[config.mk]
export PLATFORM = sky130hd
export DESIGN_NAME = i2c_slave_rx
export DESIGN_NICKNAME = d
export VERILOG_FILES = /design/src/rtl/i2c_slave_rx.sv
export SDC_FILE = /design/constraint.sdc
export NUM_CORES = 1
export LEC_CHECK = 0
export CORE_ASPECT_RATIO = 0.7
export CORE_MARGIN = 3
export CORE_UTILIZATION = 29
export DETAILED_ROUTE_END_ITERATION = 10
export GPL_TIMING_DRIVEN = 0
export PLACE_DENSITY = 0.55
export SYNTH_ARGS = -nofsm -noshare
export SYNTH_HDL_FRONTEND = slang
export SYNTH_SLANG_ARGS = --single-unit
export TNS_END_PERCENT = 5
[constraint.sdc]
create_clock -name i2c_wb_clk_i -period 1.3 [get_ports i2c_wb_clk_i]
set_input_delay 0.26 -clock i2c_wb_clk_i [delete_from_list [all_inputs] [get_ports i2c_wb_clk_i]]
set_output_delay 0.26 -clock i2c_wb_clk_i [all_outputs]
set_load 0.005 [all_outputs]
[src/rtl/i2c_slave_rx.sv]
// I2C slave receive front-end: pin sync/filter, START/STOP detect,
// write-address match, byte shift-in with ACK/NACK and valid/ready output.
module i2c_slave_rx #(
    parameter logic [6:0] SLAVE_ADDR = 7'h42,
    parameter int SYNC_STAGES = 2,
    parameter int FILTER_LEN = 3
) (
    input  logic       i2c_wb_clk_i,
    input  logic       i2c_wb_rst_i,
    input  logic       i2c_data_in,
    input  logic       i2c_clk_in,
    output logic       sda_oe_o,
    output logic [7:0] rx_data_o,
    output logic       rx_valid_o,
    input  logic       rx_ready_i,
    output logic       start_o,
    output logic       stop_o,
    output logic       frame_o,
    output logic       ovf_o
);

    localparam logic [2:0] IDLE     = 3'd0;
    localparam logic [2:0] ADDR     = 3'd1;
    localparam logic [2:0] ADDR_ACK = 3'd2;
    localparam logic [2:0] DATA     = 3'd3;
    localparam logic [2:0] DATA_ACK = 3'd4;
    localparam logic [2:0] IGNORE   = 3'd5;

    // Synchroniser and filter history share one shift chain per pin.
    localparam int PW = SYNC_STAGES + FILTER_LEN - 1;

    logic [PW-1:0]         sda_pipe, scl_pipe;
    logic [FILTER_LEN-1:0] sda_win, scl_win;
    logic                  sda_f, scl_f, sda_q, scl_q;
    logic                  scl_rise, scl_fall, start_det, stop_det;
    logic [2:0]            state;
    logic [2:0]            bit_cnt;
    logic [6:0]            shreg;
    logic [7:0]            byte_in;
    logic                  ack_pend, ack_phase, accept;

    assign sda_win = sda_pipe[PW-1 -: FILTER_LEN];
    assign scl_win = scl_pipe[PW-1 -: FILTER_LEN];

    always_ff @(posedge i2c_wb_clk_i) begin
        if (i2c_wb_rst_i) begin
            sda_pipe <= '1;
            scl_pipe <= '1;
            sda_f    <= 1'b1;
            scl_f    <= 1'b1;
            sda_q    <= 1'b1;
            scl_q    <= 1'b1;
        end else begin
            sda_pipe <= {sda_pipe[PW-2:0], i2c_data_in};
            scl_pipe <= {scl_pipe[PW-2:0], i2c_clk_in};
            if (&sda_win)
                sda_f <= 1'b1;
            else if (~|sda_win)
                sda_f <= 1'b0;
            if (&scl_win)
                scl_f <= 1'b1;
            else if (~|scl_win)
                scl_f <= 1'b0;
            sda_q <= sda_f;
            scl_q <= scl_f;
        end
    end

    assign scl_rise  = scl_f & ~scl_q;
    assign scl_fall  = ~scl_f & scl_q;
    assign start_det = scl_f & scl_q & sda_q & ~sda_f;
    assign stop_det  = scl_f & scl_q & ~sda_q & sda_f;
    assign byte_in   = {shreg, sda_f};
    assign accept    = ~rx_valid_o | rx_ready_i;

    always_ff @(posedge i2c_wb_clk_i) begin
        if (i2c_wb_rst_i) begin
            state      <= IDLE;
            bit_cnt    <= '0;
            shreg      <= '0;
            ack_pend   <= 1'b0;
            ack_phase  <= 1'b0;
            sda_oe_o   <= 1'b0;
            rx_data_o  <= 8'h00;
            rx_valid_o <= 1'b0;
            start_o    <= 1'b0;
            stop_o     <= 1'b0;
            frame_o    <= 1'b0;
            ovf_o      <= 1'b0;
        end else begin
            start_o <= 1'b0;
            stop_o  <= 1'b0;
            if (rx_valid_o && rx_ready_i)
                rx_valid_o <= 1'b0;
            if (start_det) begin
                state     <= ADDR;
                bit_cnt   <= '0;
                shreg     <= '0;
                ack_phase <= 1'b0;
                sda_oe_o  <= 1'b0;
                start_o   <= 1'b1;
                frame_o   <= 1'b0;
                ovf_o     <= 1'b0;
            end else if (stop_det) begin
                state     <= IDLE;
                ack_phase <= 1'b0;
                sda_oe_o  <= 1'b0;
                stop_o    <= 1'b1;
                frame_o   <= 1'b0;
            end else begin
                case (state)
                    ADDR: if (scl_rise) begin
                        shreg   <= byte_in[6:0];
                        bit_cnt <= bit_cnt + 3'd1;
                        if (bit_cnt == 3'd7) begin
                            if (byte_in[7:1] == SLAVE_ADDR && !byte_in[0])
                                state <= ADDR_ACK;
                            else
                                state <= IGNORE;
                        end
                    end
                    ADDR_ACK: if (scl_fall) begin
                        if (!ack_phase) begin
                            ack_phase <= 1'b1;
                            sda_oe_o  <= 1'b1;
                            frame_o   <= 1'b1;
                        end else begin
                            ack_phase <= 1'b0;
                            sda_oe_o  <= 1'b0;
                            state     <= DATA;
                        end
                    end
                    DATA: if (scl_rise) begin
                        shreg   <= byte_in[6:0];
                        bit_cnt <= bit_cnt + 3'd1;
                        if (bit_cnt == 3'd7) begin
                            state    <= DATA_ACK;
                            ack_pend <= accept;
                            if (accept) begin
                                rx_data_o  <= byte_in;
                                rx_valid_o <= 1'b1;
                            end else begin
                                ovf_o <= 1'b1;
                            end
                        end
                    end
                    DATA_ACK: if (scl_fall) begin
                        if (!ack_phase) begin
                            ack_phase <= 1'b1;
                            sda_oe_o  <= ack_pend;
                        end else begin
                            ack_phase <= 1'b0;
                            sda_oe_o  <= 1'b0;
                            state     <= DATA;
                        end
                    end
                    default: ;
                endcase
            end
        end
    end

endmodule

Word level (Yosys, flattened, before mapping):

Index checks and enable logic that the tools add are counted.
W data, S select, Z words.

* register bits: 41
* input bits: 5
* output and inout port bits: 14
* word-level logic and storage cells: 106

* $add $sub $neg: 1
* equality and inequality tests: 20
* muxes and demuxes: 24
* bitwise operators: 17
* reduce and logical (&&, ||, !) cells: 25

Operators with widths (number)
* $mux W3: 7
* $ne A4 B4 Y1 const B: 4
* $mux W1: 15
* $reduce_and A3 Y1: 5
* $reduce_and A7 Y1: 2
* $ne A2 B2 Y1 const B: 6
* $reduce_and A5 Y1: 2
* $reduce_or A2 Y1: 5
* $not A1 Y1: 9
* $pmux W3 S3: 1
* $reduce_or A3 Y1: 3
* $ne A4 B1 Y1 const B: 2
* $and A1 B1 Y1: 7
* $eq A7 B7 Y1 const B: 1
* $eq A3 B2 Y1 const B: 2
* $eq A3 B3 Y1 const B: 2
* $reduce_and A6 Y1: 1
* $reduce_bool A5 Y1: 1
* $ne A2 B1 Y1 const B: 2
* $add A3 B1 Y3 const B: 1
* $eq A3 B1 Y1 const B: 1
* $reduce_bool A3 Y1: 1
* $logic_and A1 B1 Y1: 2
* $pmux W1 S2: 1
* 4 further kinds: 4

Logic depth before layout (Yosys ltp):

Gate-level depths: netlist (run 1).

* word-level depth: 8
* gate-level depth with buffers: 6
* mapped depth without buffers: 5

Worst setup path after synthesis (run 1):

Ideal clock, no wire load.

* kind: reg-to-reg
* start: register bit_cnt[0]
* end: register state[0]
* library setup time: 0.088 ns
* arrival: 1.341 ns
* required time: 1.212 ns
* slack: -0.130 ns
* cell stages (with the launch flop): 6
* buffers on the path: 0
* clock period less this slack: 1.430 ns
* path through: dfxtp_1 ha_1 ha_1 a32o_2 or2_0 a311oi_2

* word-level cells in the longest chain between the ends: 3
* elaborated cells between the ends (all ways): 4
* those cells by class: 3 x eq/ne; 1 x reduce/logical

Ends and longest elaborated chain
* from (decl): line 37 `logic [2:0] bit_cnt;`
* from (signal assigned): line 114 `bit_cnt <= bit_cnt + 3'd1;`
* from (signal assigned): line 135 `bit_cnt <= bit_cnt + 3'd1;`
* $eq A3 B3 Y1 *: line 115, 136
* $ne A4 B4 Y1 (no source line)
* $reduce_and A7 Y1 (no source line) *
* to (signal assigned): line 117 `state <= ADDR_ACK;`
* to (signal assigned): line 119 `state <= IGNORE;`
* to (signal assigned): line 137 `state <= DATA_ACK;`
* to (decl): line 36 `logic [2:0] state;`

Mark *: on every way between the ends. The rest lies on a longest branch, timed or not.
A chain may end at the register's enable or synchronous reset.

Final worst setup path (run 1):

Same ends and word-level chain as after synthesis.

==> flow_summary.ini, run 1 <==
[cts]
cts.sinks = 41
clk_pin_slew_ps = 80
htree_levels = 2
cts_tree = yes
numCtsBuffers = 5
root_buffer = clkbuf_8
worstSkewPairLatency_ps = 290
cts_max_path_buffers = 2

[finish]
nNetsFinal = 203
antenna_cells = 0
most-common-layout-cells = dfxtp_1, nand2_1, nor2_1
final_layout_size_suffix_gt1_frac = 0.265
synthToLayoutAreaGrowth_pct = 28.8
final_cells = 268
layout_commonest_cell = dfxtp_1

[routing]
ant_nets = 0
drc = 0
vias = 1222
drt-total-wl_microns = 3250
viasPerCell = 4.56
wl_per_cell_microns = 12.1
first_pass_iters = 4
drt-initial-drc-count = 70

[yosys]
yosysTopAreaCell = dfxtp_1
synth-seq-area-share = 0.500
synth.avg_cell_area_sq_um = 9.66
synth_area_leaders = dfxtp_1, mux2i_1, nand2_1
synth-async-reset-ratio = 0
netlist.area_leader.share = 0.500
syn_nets = 178
ys_types = 41
synthFlopType = dfxtp_1
synth_warnings = 0
synth-edff-count = 0
syn_area_sq_um = 1640
ys_seq_elements = 41
synthCells = 170

[worst_setup_path]
critPathMaxFanout = 5
start_kind = register
cp_slowest_stage_delay_ps = 340
r2r_start = bit_cnt[0]
crit_chain = ha_4 -> ha_4 -> a32o_2 -> or2_0 -> a311oi_2
reg2regPathDepth = 5
path_delay_family = compound AO/OA/AOI/OAI gates
r2r_setup_slack_ps = -110
worstSetupPathType = reg2reg
worst-endpoint-arrival_ps = 1610
crit_required_ps = 1500
cp_common_cell = ha_4
cp-end-kind = register
slowest_stage = dfxtp_2
r2r_end = state[0]
cp_num_buf_inv = 0

[place]
placed_cells = 259
hpwl_microns = 2210
globalplace.congestion = 0.780
port_buffers = 17
detailedPlace.worstSlack_ps = -353

[floorplanning]
io_pins = 19
core_area_sq_um = 5370
start_util = 0.306
die_area_sq_um = 6620
die-width_microns = 96.0
die_y_microns = 69.0
rows = 22

[power]
powerDensity_nw_per_um2 = 1010
power_leakage_nw = 0.801
vdd_drop_max_mv = 0.639

[timing]
clock_skew_ps = 5.63
rsz0062_at_grt = yes
setup_viol = 11
fin_crit_ps = 1410
slew_headroom = 0.692
hold_ws_ps = 412
drv_slew = 0
max_slew.worst_pin.slew_ps = 461
period_share = 1.08
finalHoldViolations = 0
fmax_mhz = 709
finalWorstSetupSlack_ps = -110

[flow_run]
max_cap_viol_count = 0

[global_route]
grt_max_degree = 14
grt_use_total = 0.110
grt_overflow = 0
grt_pass1_vias = 1148
antenna_found_initial = 0
grt_pass1_wl_microns = 5530

[hold_path]
hold_start = scl_pipe[0]
hp-class = reg2reg
min_to = scl_pipe[1]
holdPathStages = 1

[run_status]
violations = setup timing
status = finished with violations
[where the power goes]
part           switching [mW]  leakage [nW]  total [mW]  internal [mW]
clock                   0.441        0.0374       0.819          0.378
sequential            0.00347         0.336        1.26           1.26
combinational          0.0243         0.428      0.0489         0.0246
total                   0.468         0.801        2.13           1.66
[cells in the mapped netlist (2+ instances only)]
cell type	number
a211oi_1	2
a21oi_1	14
buf_2	4
clkbuf_1	4
dfxtp_1	41
ha_1	3
inv_1	2
mux2i_1	9
nand2_1	21
nand2b_1	3
nand3b_1	2
nand4b_1	3
nor2_1	18
nor3b_1	2
nor4b_2	2
o21a_1	2
o21bai_1	2
or2_2	11
xnor2_1	2
xor2_1	2
[cells by family after synthesis]
logic type,Yosys count,synth area share
and+or+nand+nor,72,0.237
DFF,41,0.500
AOI/OAI and AO/OA,29,0.127
buffers and inverters,12,0.0373
muxes,9,0.0548
xor gates and xnor gates,4,0.0213
adders and majority gates,3,0.0229
[worst max path at each step]
stage               cells after the start           end       start  slack [ps]
floorplan                               5      state[0]  bit_cnt[1]         -50
global placement                        6  rx_data_o[6]  rx_ready_i        -350
detailed placement                      6  rx_data_o[6]  rx_ready_i        -350
CTS                                     6  rx_data_o[6]    state[2]        -150
global route                            4      state[0]       scl_q        -200
finish                                  5      state[0]  bit_cnt[0]        -110
[routing by layer]
metal,track usage,routed length [microns],up-vias
met1,0.163,1760,551
met4,0.0426,34,0
met2,0.146,1200,37
met3,0.0336,242,4
met5,0,0,-
li1,-,-,630
[cell type report]
cell class	count	area, sq um
Fill cell	540	3250
Inverter	2	7.51
Clock inverter	2	15.0
Timing Repair Buffer	19	168
Clock buffer	6	72.6
Multi-Input combinational cell	117	843
Buffer	9	82.6
Sequential cell	41	837
Tap cell	72	90.1
[per-stage QoR]
stage               utilization  TNS [ps]  power [mW]  instance area, sq um
floorplan                     -      -391        1.32                  1660
finish                    0.394      -905        2.13                  2120
global placement          0.357     -5680        1.34                  1920
detailed placement        0.357     -5500        1.34                  1920
CTS                       0.389     -1320        2.17                  2090
global route              0.394     -2260        2.22                  2120
[sequential cells by signal, summed over array words and instances, names as in the netlist, 3 cells and up]
signal	count
sda_pipe	4
scl_pipe	4
bit_cnt	3
shreg	7
state	3
rx_data_o	8
[repair_timing]
action / CTS / global route
setup buffers: 2 / 0
pin swaps: 2 / 2
endpoints found under the setup margin: 38 / 26
resized for setup: 38 / 12
hold buffers: 0 / 0
Power figures use the tool's default switching activity.
==> run 2, diff against run 1 <==
--- a/config.mk
+++ b/config.mk
@@ -8,9 +8,10 @@
 export CORE_ASPECT_RATIO = 0.7
 export CORE_MARGIN = 3
 export CORE_UTILIZATION = 29
+export CTS_CLUSTER_DIAMETER = 50
 export DETAILED_ROUTE_END_ITERATION = 10
 export GPL_TIMING_DRIVEN = 0
-export PLACE_DENSITY = 0.55
+export SKIP_LAST_GASP = 1
 export SYNTH_ARGS = -nofsm -noshare
 export SYNTH_HDL_FRONTEND = slang
 export SYNTH_SLANG_ARGS = --single-unit
==> run 2 against run 1 <==
  * The flow still finishes with violations (setup timing)
  * Clock skew increased by 3.3 ps
  * Sequential share of layout area decreased by 1.1 points
  * Worst hold slack about the same
  * Sequential cell count unchanged
  * Largest power group unchanged
  * Total power increased by 8.8%
  * Critical endpoint is now rx_data_o[2]
  * Non-clock buffer count increased by 3
==> flow_summary.ini, run 2 (synthesis results as in run 1) <==
[routing]
first_pass_iters = 4
drt-total-wl_microns = 3270
viasPerCell = 4.51
vias = 1223
wl_per_cell_microns = 12.1
ant_nets = 0
drt-initial-drc-count = 56
drc = 0

[timing]
finalWorstSetupSlack_ps = -143
hold_ws_ps = 412
setup_viol = 38
slew_headroom = 0.702
drv_slew = 0
fin_crit_ps = 1440
max_slew.worst_pin.slew_ps = 447
clock_skew_ps = 8.91
period_share = 1.11
rsz0062_at_grt = yes
fmax_mhz = 693
finalHoldViolations = 0

[hold_path]
hp-class = reg2reg
min_to = scl_pipe[1]
holdPathStages = 1
hold_start = scl_pipe[0]

[power]
powerDensity_nw_per_um2 = 1080
power_leakage_nw = 0.757
internal_power_mw = 1.86
switching_power_mw = 0.459
pwr-share-comb = 0.019
pwr-share-clk = 0.435
vdd_drop_max_mv = 0.657
swShare = 0.198
seqPwrFrac = 0.546

[flow_run]
max_cap_viol_count = 0

[place]
dpl_cell_area_sq_um = 1920
hpwl_microns = 2190
globalplace.congestion = 0.755
detailedPlace.worstSlack_ps = -348
port_buffers = 17

[finish]
largest_register_ffs = 8
final_layout_size_suffix_gt1_frac = 0.236
fill_cells = 531
fin_area_sq_um = 2150
antenna_cells = 0
synthToLayoutAreaGrowth_pct = 30.7
layout_commonest_cell = dfxtp_1
nNetsFinal = 206
largest-register = rx_data_o
most-common-layout-cells = dfxtp_1, nand2_1, nor2_1
reg_top3 = rx_data_o x8, shreg x7
fin_util = 0.400

[global_route]
grt_overflow = 0
grt_max_degree = 14
grt_pass1_vias = 1092
grt_use_total = 0.107
grt_pass1_wl_microns = 5320
antenna_found_initial = 0

[cts]
holdBufCountCts = 0
htree_levels = 2
root_buffer = clkbuf_8
cts.sinks = 41
worstSkewPairLatency_ps = 290
cts_tree = yes
numCtsBuffers = 5
cts_max_path_buffers = 2
clk_pin_slew_ps = 80

[worst_setup_path]
crit_start = state[2]
crit_required_ps = 1460
crit_chain = buf_6 -> nand3b_1 -> and4b_1 -> buf_6 -> mux2i_1 -> nor2_1
r2r_end = rx_data_o[2]
reg2regPathDepth = 6
path_delay_family = simple AND/OR/NAND/NOR gates
cp_slowest_stage_delay_ps = 310
slowest_stage = dfxtp_1
r2r_setup_slack_ps = -140
worst-endpoint-arrival_ps = 1600
worstSetupPathType = reg2reg
start_kind = register
critPathMaxFanout = 8
cp-end-kind = register
cp_num_buf_inv = 2
r2r_start = state[2]
cp_common_cell = buf_6

[floorplanning]
start_util = 0.306
core_area_sq_um = 5370
die_y_microns = 69.0
die_area_sq_um = 6620
rows = 22
die-width_microns = 96.0
io_pins = 19

[run_status]
violations = setup timing
status = finished with violations
==> run 2: per-layer routing <==
layer | up-vias | GRT usage | routed length, microns
li1 | 633 | - | -
met1 | 559 | 0.153 | 1740
met2 | 27 | 0.149 | 1350
met3 | 4 | 0.0325 | 156
met4 | 0 | 0.0426 | 24
met5 | - | 0 | 0
==> run 2: worst max path at each step <==
stage	endpoint	slack [ps]	cells past startpoint
floorplan	state[0]	-50	5
global placement	rx_data_o[7]	-350	6
detailed placement	rx_data_o[3]	-350	6
CTS	rx_data_o[2]	-110	6
global route	state[2]	-210	5
finish	rx_data_o[2]	-140	6
==> run 2: cell type report <==
| cell class | count | area (sq um) | share of cell area |
|---|---|---|---|
| multi-input combinational | 117 | 838 | 0.390 |
| sequential | 41 | 826 | 0.385 |
| timing repair buffer | 21 | 200 | 0.0932 |
| tap | 72 | 90.1 | 0.0420 |
| buffer | 10 | 73.8 | 0.0344 |
| clock buffer | 6 | 72.6 | 0.0338 |
| clock inverter | 2 | 38.8 | 0.0181 |
| inverter | 2 | 7.51 | 0.00350 |
==> run 2: power groups by stage <==
| stage | clock (mW) | sequential [mW] | combinational (mW) |
|---|---|---|---|
| 3_5_place_dp | 0 | 1.30 | 0.0442 |
| 3_3_place_gp | 0 | 1.30 | 0.0446 |
| 2_1_floorplan | 0 | 1.30 | 0.0265 |
| 6_report | 1.01 | 1.27 | 0.0437 |
| 4_1_cts | 1.04 | 1.27 | 0.0449 |
| 5_1_grt | 1.09 | 1.27 | 0.0490 |
==> run 2: through the flow <==
stage / instances / setup TNS, ps / power [mW]
finish: 271 / -3000 / 2.32
floorplan: 170 / -391 / 1.32
global route: 271 / -5970 / 2.41
CTS: 270 / -3170 / 2.35
global placement: 259 / -5540 / 1.34
detailed placement: 259 / -5500 / 1.34
==> run 2: worst register-to-register path, stage by stage (launching register included) <==
cell      delay [ps]
dfxtp_1          310
buf_6            130
nand3b_1         170
and4b_1          290
buf_6            170
mux2i_1          200
nor2_1            50
==> run 2: repair_timing <==
action,4_1_cts,5_1_grt
resized for setup,13,7
setup endpoints to repair,38,40
buffers inserted,3,1
pin swaps,4,2
==> edit 1 (flow settings as in run 1) <==
`SYNC_STAGES`: 2 -> 1.
--- a/src/rtl/i2c_slave_rx.sv
+++ b/src/rtl/i2c_slave_rx.sv
@@ -2,7 +2,7 @@
 // write-address match, byte shift-in with ACK/NACK and valid/ready output.
 module i2c_slave_rx #(
     parameter logic [6:0] SLAVE_ADDR = 7'h42,
-    parameter int SYNC_STAGES = 2,
+    parameter int SYNC_STAGES = 1,
     parameter int FILTER_LEN = 3
 ) (
     input  logic       i2c_wb_clk_i,
Check against the original RTL: not equivalent (Yosys sat finds a counterexample within 10 cycles, from zero or initial values and one cycle with i2c_wb_rst_i high).
==> edit 1 against run 1 <==
The flow still finishes with violations (setup timing); area after synthesis down 1.4%; power rose by 5.3%; hold slack gained 0.036 ns; synthesized cell count down 1.2%; critical endpoint is now state[2]; count of clock-buffer cells in the layout is 1 lower; wire length is 0.12% lower; sequential power fell by 4%; sequential share of layout area fell by 2.2 points; sequential cell count is 2 lower; non-clock buffer count up 4; clock skew is 0.00083 ns lower; setup slack worse by 0.061 ns; design area stayed put.
==> edit 1: results <==
group,metric,value,unit
outcome,status,"finished with violations",
outcome,violations,"setup timing",
yosys,synth_compound_area_share,13.21,%
final_layout,fill_cells,525,
timing,maxSlewHeadroom,75.71,%
final_layout,fin_util,39.83,%
yosys,syn_inst,168,
yosys,synthAdderAreaFrac,2.318,%
global_routing,antenna_found_initial,0,
final_layout,nets,205,
yosys,synth_area_leaders,"dfxtp_1 48%, mux2i_1 5.6%, nand2_1 4.9%, nor2_1 4.9%, a21oi_1 4.3%",
placed_design,dpl-instance-area,1899,µm²
global_routing,grt_pass1_vias,1110,
setup_path,rr_startpoint,"state[2]",
route,wl_per_cell,12.05,µm
yosys,ys_types,42,
final_layout,final_cells,269,
route,drt_iter0_markers,63,
route,vias,1223,
power,leakagePower,0.8405,nW
setup_path,r2r-end,"state[2]",
setup_path,cp.arrival,1.65,ns
power,ir_worst_vdd,0.4182,mV
yosys,yosysSeqAreaShare,48.22,%
clock_tree,post_cts_buffers,5,
yosys,syn_nets,176,
yosys,muxShareOfSynthArea,5.564,%
placed_design,gp_congestion,0.7806,
clock_tree,clock_latency,0.29,ns
clock_tree,cts_buffer_depth,2,
setup_path,crit_fanout,5,
timing,hold_slack,0.4487,ns
timing,fin_skew,0.004802,ns
yosys,synth_common_cells,"39 x dfxtp_1, 21 x nand2_1, 21 x nor2_1",
timing,worst_slack,-0.1705,ns
placed_design,dpl.cell_count,258,
global_routing,grt_pass1_wl,5471,µm
yosys,synth-xor-area-share,2.628,%
timing,fin_tns_setup,-1.313,ns
timing,setup_viol,12,
global_routing,grt_overflow,0,
route,highest_layer,"met4",
clock_tree,post_cts_resize_count,39,
global_routing,grtUsageTotal,11.19,%
placed_design,dp_hpwl,2184,µm
clock_tree,numCtsBuffers,5,
global_routing,met1_usage,16.72,%
global_routing,grtUsageMet2,14.73,%
route,wl_met2,1250,µm
clock_tree,clk_pin_slew_worst_paths,0.08,ns
final_layout,drive_gt1_share,26.90,%
placed_design,portBuffers,18,
route,route.met3.wl,119,µm
route,m1WireLength,1831,µm
global_routing,grt_max_degree,13,
placed_design,pre_cts_slack,-0.3814,ns
setup_path,critPathKind,"register to register",
final_layout,antennaDiodeCount,0,
global_routing,met3_usage,3.688,%
-- edit 1: worst min path at each step --
stage                      from          end  cells past startpoint
finish              sda_pipe[1]  sda_pipe[2]                      1
global placement    sda_pipe[1]  sda_pipe[2]                      1
global route        sda_pipe[1]  sda_pipe[2]                      1
CTS                 sda_pipe[1]  sda_pipe[2]                      1
detailed placement  sda_pipe[1]  sda_pipe[2]                      1
floorplan            i2c_clk_in  scl_pipe[0]                      1
-- edit 1: kinds of logic after synthesis --
kind of cell,after synthesis
simple gates,71
flops,39
compound gates,30
buf+inv,12
mux,9
xor+xnor,4
fa+ha+maj,3
-- edit 1: area by class of cell --
type,count,area share [%]
flip-flops and latches,39,37.37
clock buffers,5,3.253
multi-input cells,117,40.04
clock inverters,2,1.774
well taps,72,4.258
plain buffers,8,2.957
repair buffers,24,9.994
inverters,2,0.3548
-- edit 1: power breakdown --
part / internal [mW] / switching, mW
sequential: 1.20 / 0.00432
clock: 0.561 / 0.429
combinational: 0.0250 / 0.0241
total: 1.79 / 0.457
==> edit 2 (settings of run 1) <==
Without the edit above. Register the output `ovf_o` once more; this adds one clock of latency there. The other outputs are not delayed to match.
--- a/src/rtl/i2c_slave_rx.sv
+++ b/src/rtl/i2c_slave_rx.sv
@@ -28,6 +28,8 @@
 
     // Synchroniser and filter history share one shift chain per pin.
     localparam int PW = SYNC_STAGES + FILTER_LEN - 1;
+
+    logic ovf_s0;
 
     logic [PW-1:0]         sda_pipe, scl_pipe;
     logic [FILTER_LEN-1:0] sda_win, scl_win;
@@ -86,7 +88,7 @@
             start_o    <= 1'b0;
             stop_o     <= 1'b0;
             frame_o    <= 1'b0;
-            ovf_o      <= 1'b0;
+            ovf_s0     <= 1'b0;
         end else begin
             start_o <= 1'b0;
             stop_o  <= 1'b0;
@@ -100,7 +102,7 @@
                 sda_oe_o  <= 1'b0;
                 start_o   <= 1'b1;
                 frame_o   <= 1'b0;
-                ovf_o     <= 1'b0;
+                ovf_s0    <= 1'b0;
             end else if (stop_det) begin
                 state     <= IDLE;
                 ack_phase <= 1'b0;
@@ -140,7 +142,7 @@
                                 rx_data_o  <= byte_in;
                                 rx_valid_o <= 1'b1;
                             end else begin
-                                ovf_o <= 1'b1;
+                                ovf_s0 <= 1'b1;
                             end
                         end
                     end
@@ -160,5 +162,9 @@
         end
     end
 
+    always_ff @(posedge i2c_wb_clk_i) begin
+        ovf_o <= ovf_s0;
+    end
+
 endmodule
 
Function: no difference found for any inputs over 10 cycles, from zero or initial values and one cycle with i2c_wb_rst_i high; that may be too few to reach the edited logic, so the function may still have changed.
==> edit 2 against run 1 <==
The run still ends with setup timing left; sequential cell count grew 1; critical path type unchanged; synthesized cell count grew 0.59%; power grew 11%; area after synthesis grew 1.2%; wire length grew 1.0%; highest routed layer unchanged; cell count grew 2.6%; design area grew 3.9%; largest cell class is now registers; setup slack is essentially flat.
==> edit 2: results <==
group,metric,value,unit
outcome,status,"finished with violations",
outcome,violations,"setup timing",
power,ir_worst_vdd,0.5825,mV
global_routing,grt_pass1_vias,1142,
setup_path,critPathMaxStageDelay,0.31,ns
final_layout,nets,210,
yosys,synthAdderAreaFrac,2.257,%
power,leakagePower,0.8481,nW
placed_design,dpl-instance-area,1938,µm²
global_routing,met1_usage,16.27,%
global_routing,grtUsageTotal,10.39,%
global_routing,grtUsageMet2,13.15,%
route,routed_via_density,4.436,
setup_path,cp.arrival,1.58,ns
timing,worstMarginPinSlew,0.4345,ns
placed_design,dp_hpwl,2215,µm
min_path,whs_path_depth,0,
yosys,synth_common_cells,"42 x dfxtp_1, 21 x nand2_1, 18 x nor2_1",
setup_path,crit_fanout,8,
placed_design,gp_congestion,0.7981,
route,wl_per_cell,11.92,µm
yosys,ys_ff_latch,42,
timing,worst_slack,-0.1101,ns
timing,fin_skew,0.005808,ns
timing,hold_slack,0.3592,ns
yosys,syn_inst,171,
setup_path,ff2ff_path_depth,6,
min_path,min-delay-start,"ovf_s0",
global_routing,grt_pass1_wl,5444,µm
final_layout,drive_gt1_share,28.57,%
timing,setup_viol,11,
setup_path,critPathTopFamily,"simple AND/OR/NAND/NOR gates",
route,vias,1220,
placed_design,dpl.cell_count,260,
yosys,synth_compound_area_share,12.57,%
yosys,muxShareOfSynthArea,5.418,%
global_routing,met3_usage,3.579,%
yosys,synth_area_leaders,"dfxtp_1 51%, mux2i_1 5.4%, nand2_1 4.7%, a21oi_1 4.2%, or2_2 4.1%",
setup_path,r2r_slack,-0.11,ns
setup_path,rr_startpoint,"state[2]",
edit 2: worst register-to-register path: cells and delay by family (launching register included):
kind | cells | cell delay (ns)
muxes | 1 | 0.19
buffers and inverters | 2 | 0.29
DFF | 1 | 0.31
and+or+nand+nor | 3 | 0.50
edit 2: layout make-up:
type	instances	area [µm²]	area share, %
clock inverters	2	37.54	1.707
repair buffers	24	205.2	9.334
plain buffers	10	78.83	3.586
well taps	72	90.09	4.098
clock buffers	6	72.57	3.301
flip-flops and latches	42	855.8	38.93
inverters	2	7.507	0.3415
multi-input cells	117	850.8	38.70
edit 2: metrics by stage:
| step | setup TNS (ns) | worst slack [ns] | total power [mW] |
|---|---|---|---|
| detailed placement | -5.448 | -0.3570 | 1.372 |
| CTS | -1.007 | -0.1088 | 2.392 |
| global route | -2.162 | -0.1852 | 2.451 |
| finish | -0.9535 | -0.1101 | 2.364 |
| floorplan | -0.3906 | -0.04662 | 1.353 |
| global placement | -5.607 | -0.3571 | 1.372 |
edit 2: how the worst max path moves through the flow:
stage                           from           end  slack, ns  depth (start not counted)
after detailed placement  rx_ready_i  rx_data_o[4]      -0.36                          6
after global routing        state[0]  rx_data_o[0]      -0.19                          6
after CTS                 bit_cnt[1]  rx_data_o[4]      -0.11                          6
final                       state[2]  rx_data_o[0]      -0.11                          6
after floorplan           bit_cnt[1]      state[0]      -0.05                          5
after global placement    rx_ready_i  rx_data_o[5]      -0.36                          6
edit 2: routing by layer:
layer  vias up  wire length, µm
met2        24             1229
met1       548             1874
li1        644                -
met3         4              153
met5         -                0
met4         0               21
edit 2: timing repair:
action                     CTS  global route
pin swaps                    2             7
buffers inserted             3             4
gates cloned                 0             0
resized for setup           36            12
setup endpoints to repair   38            26
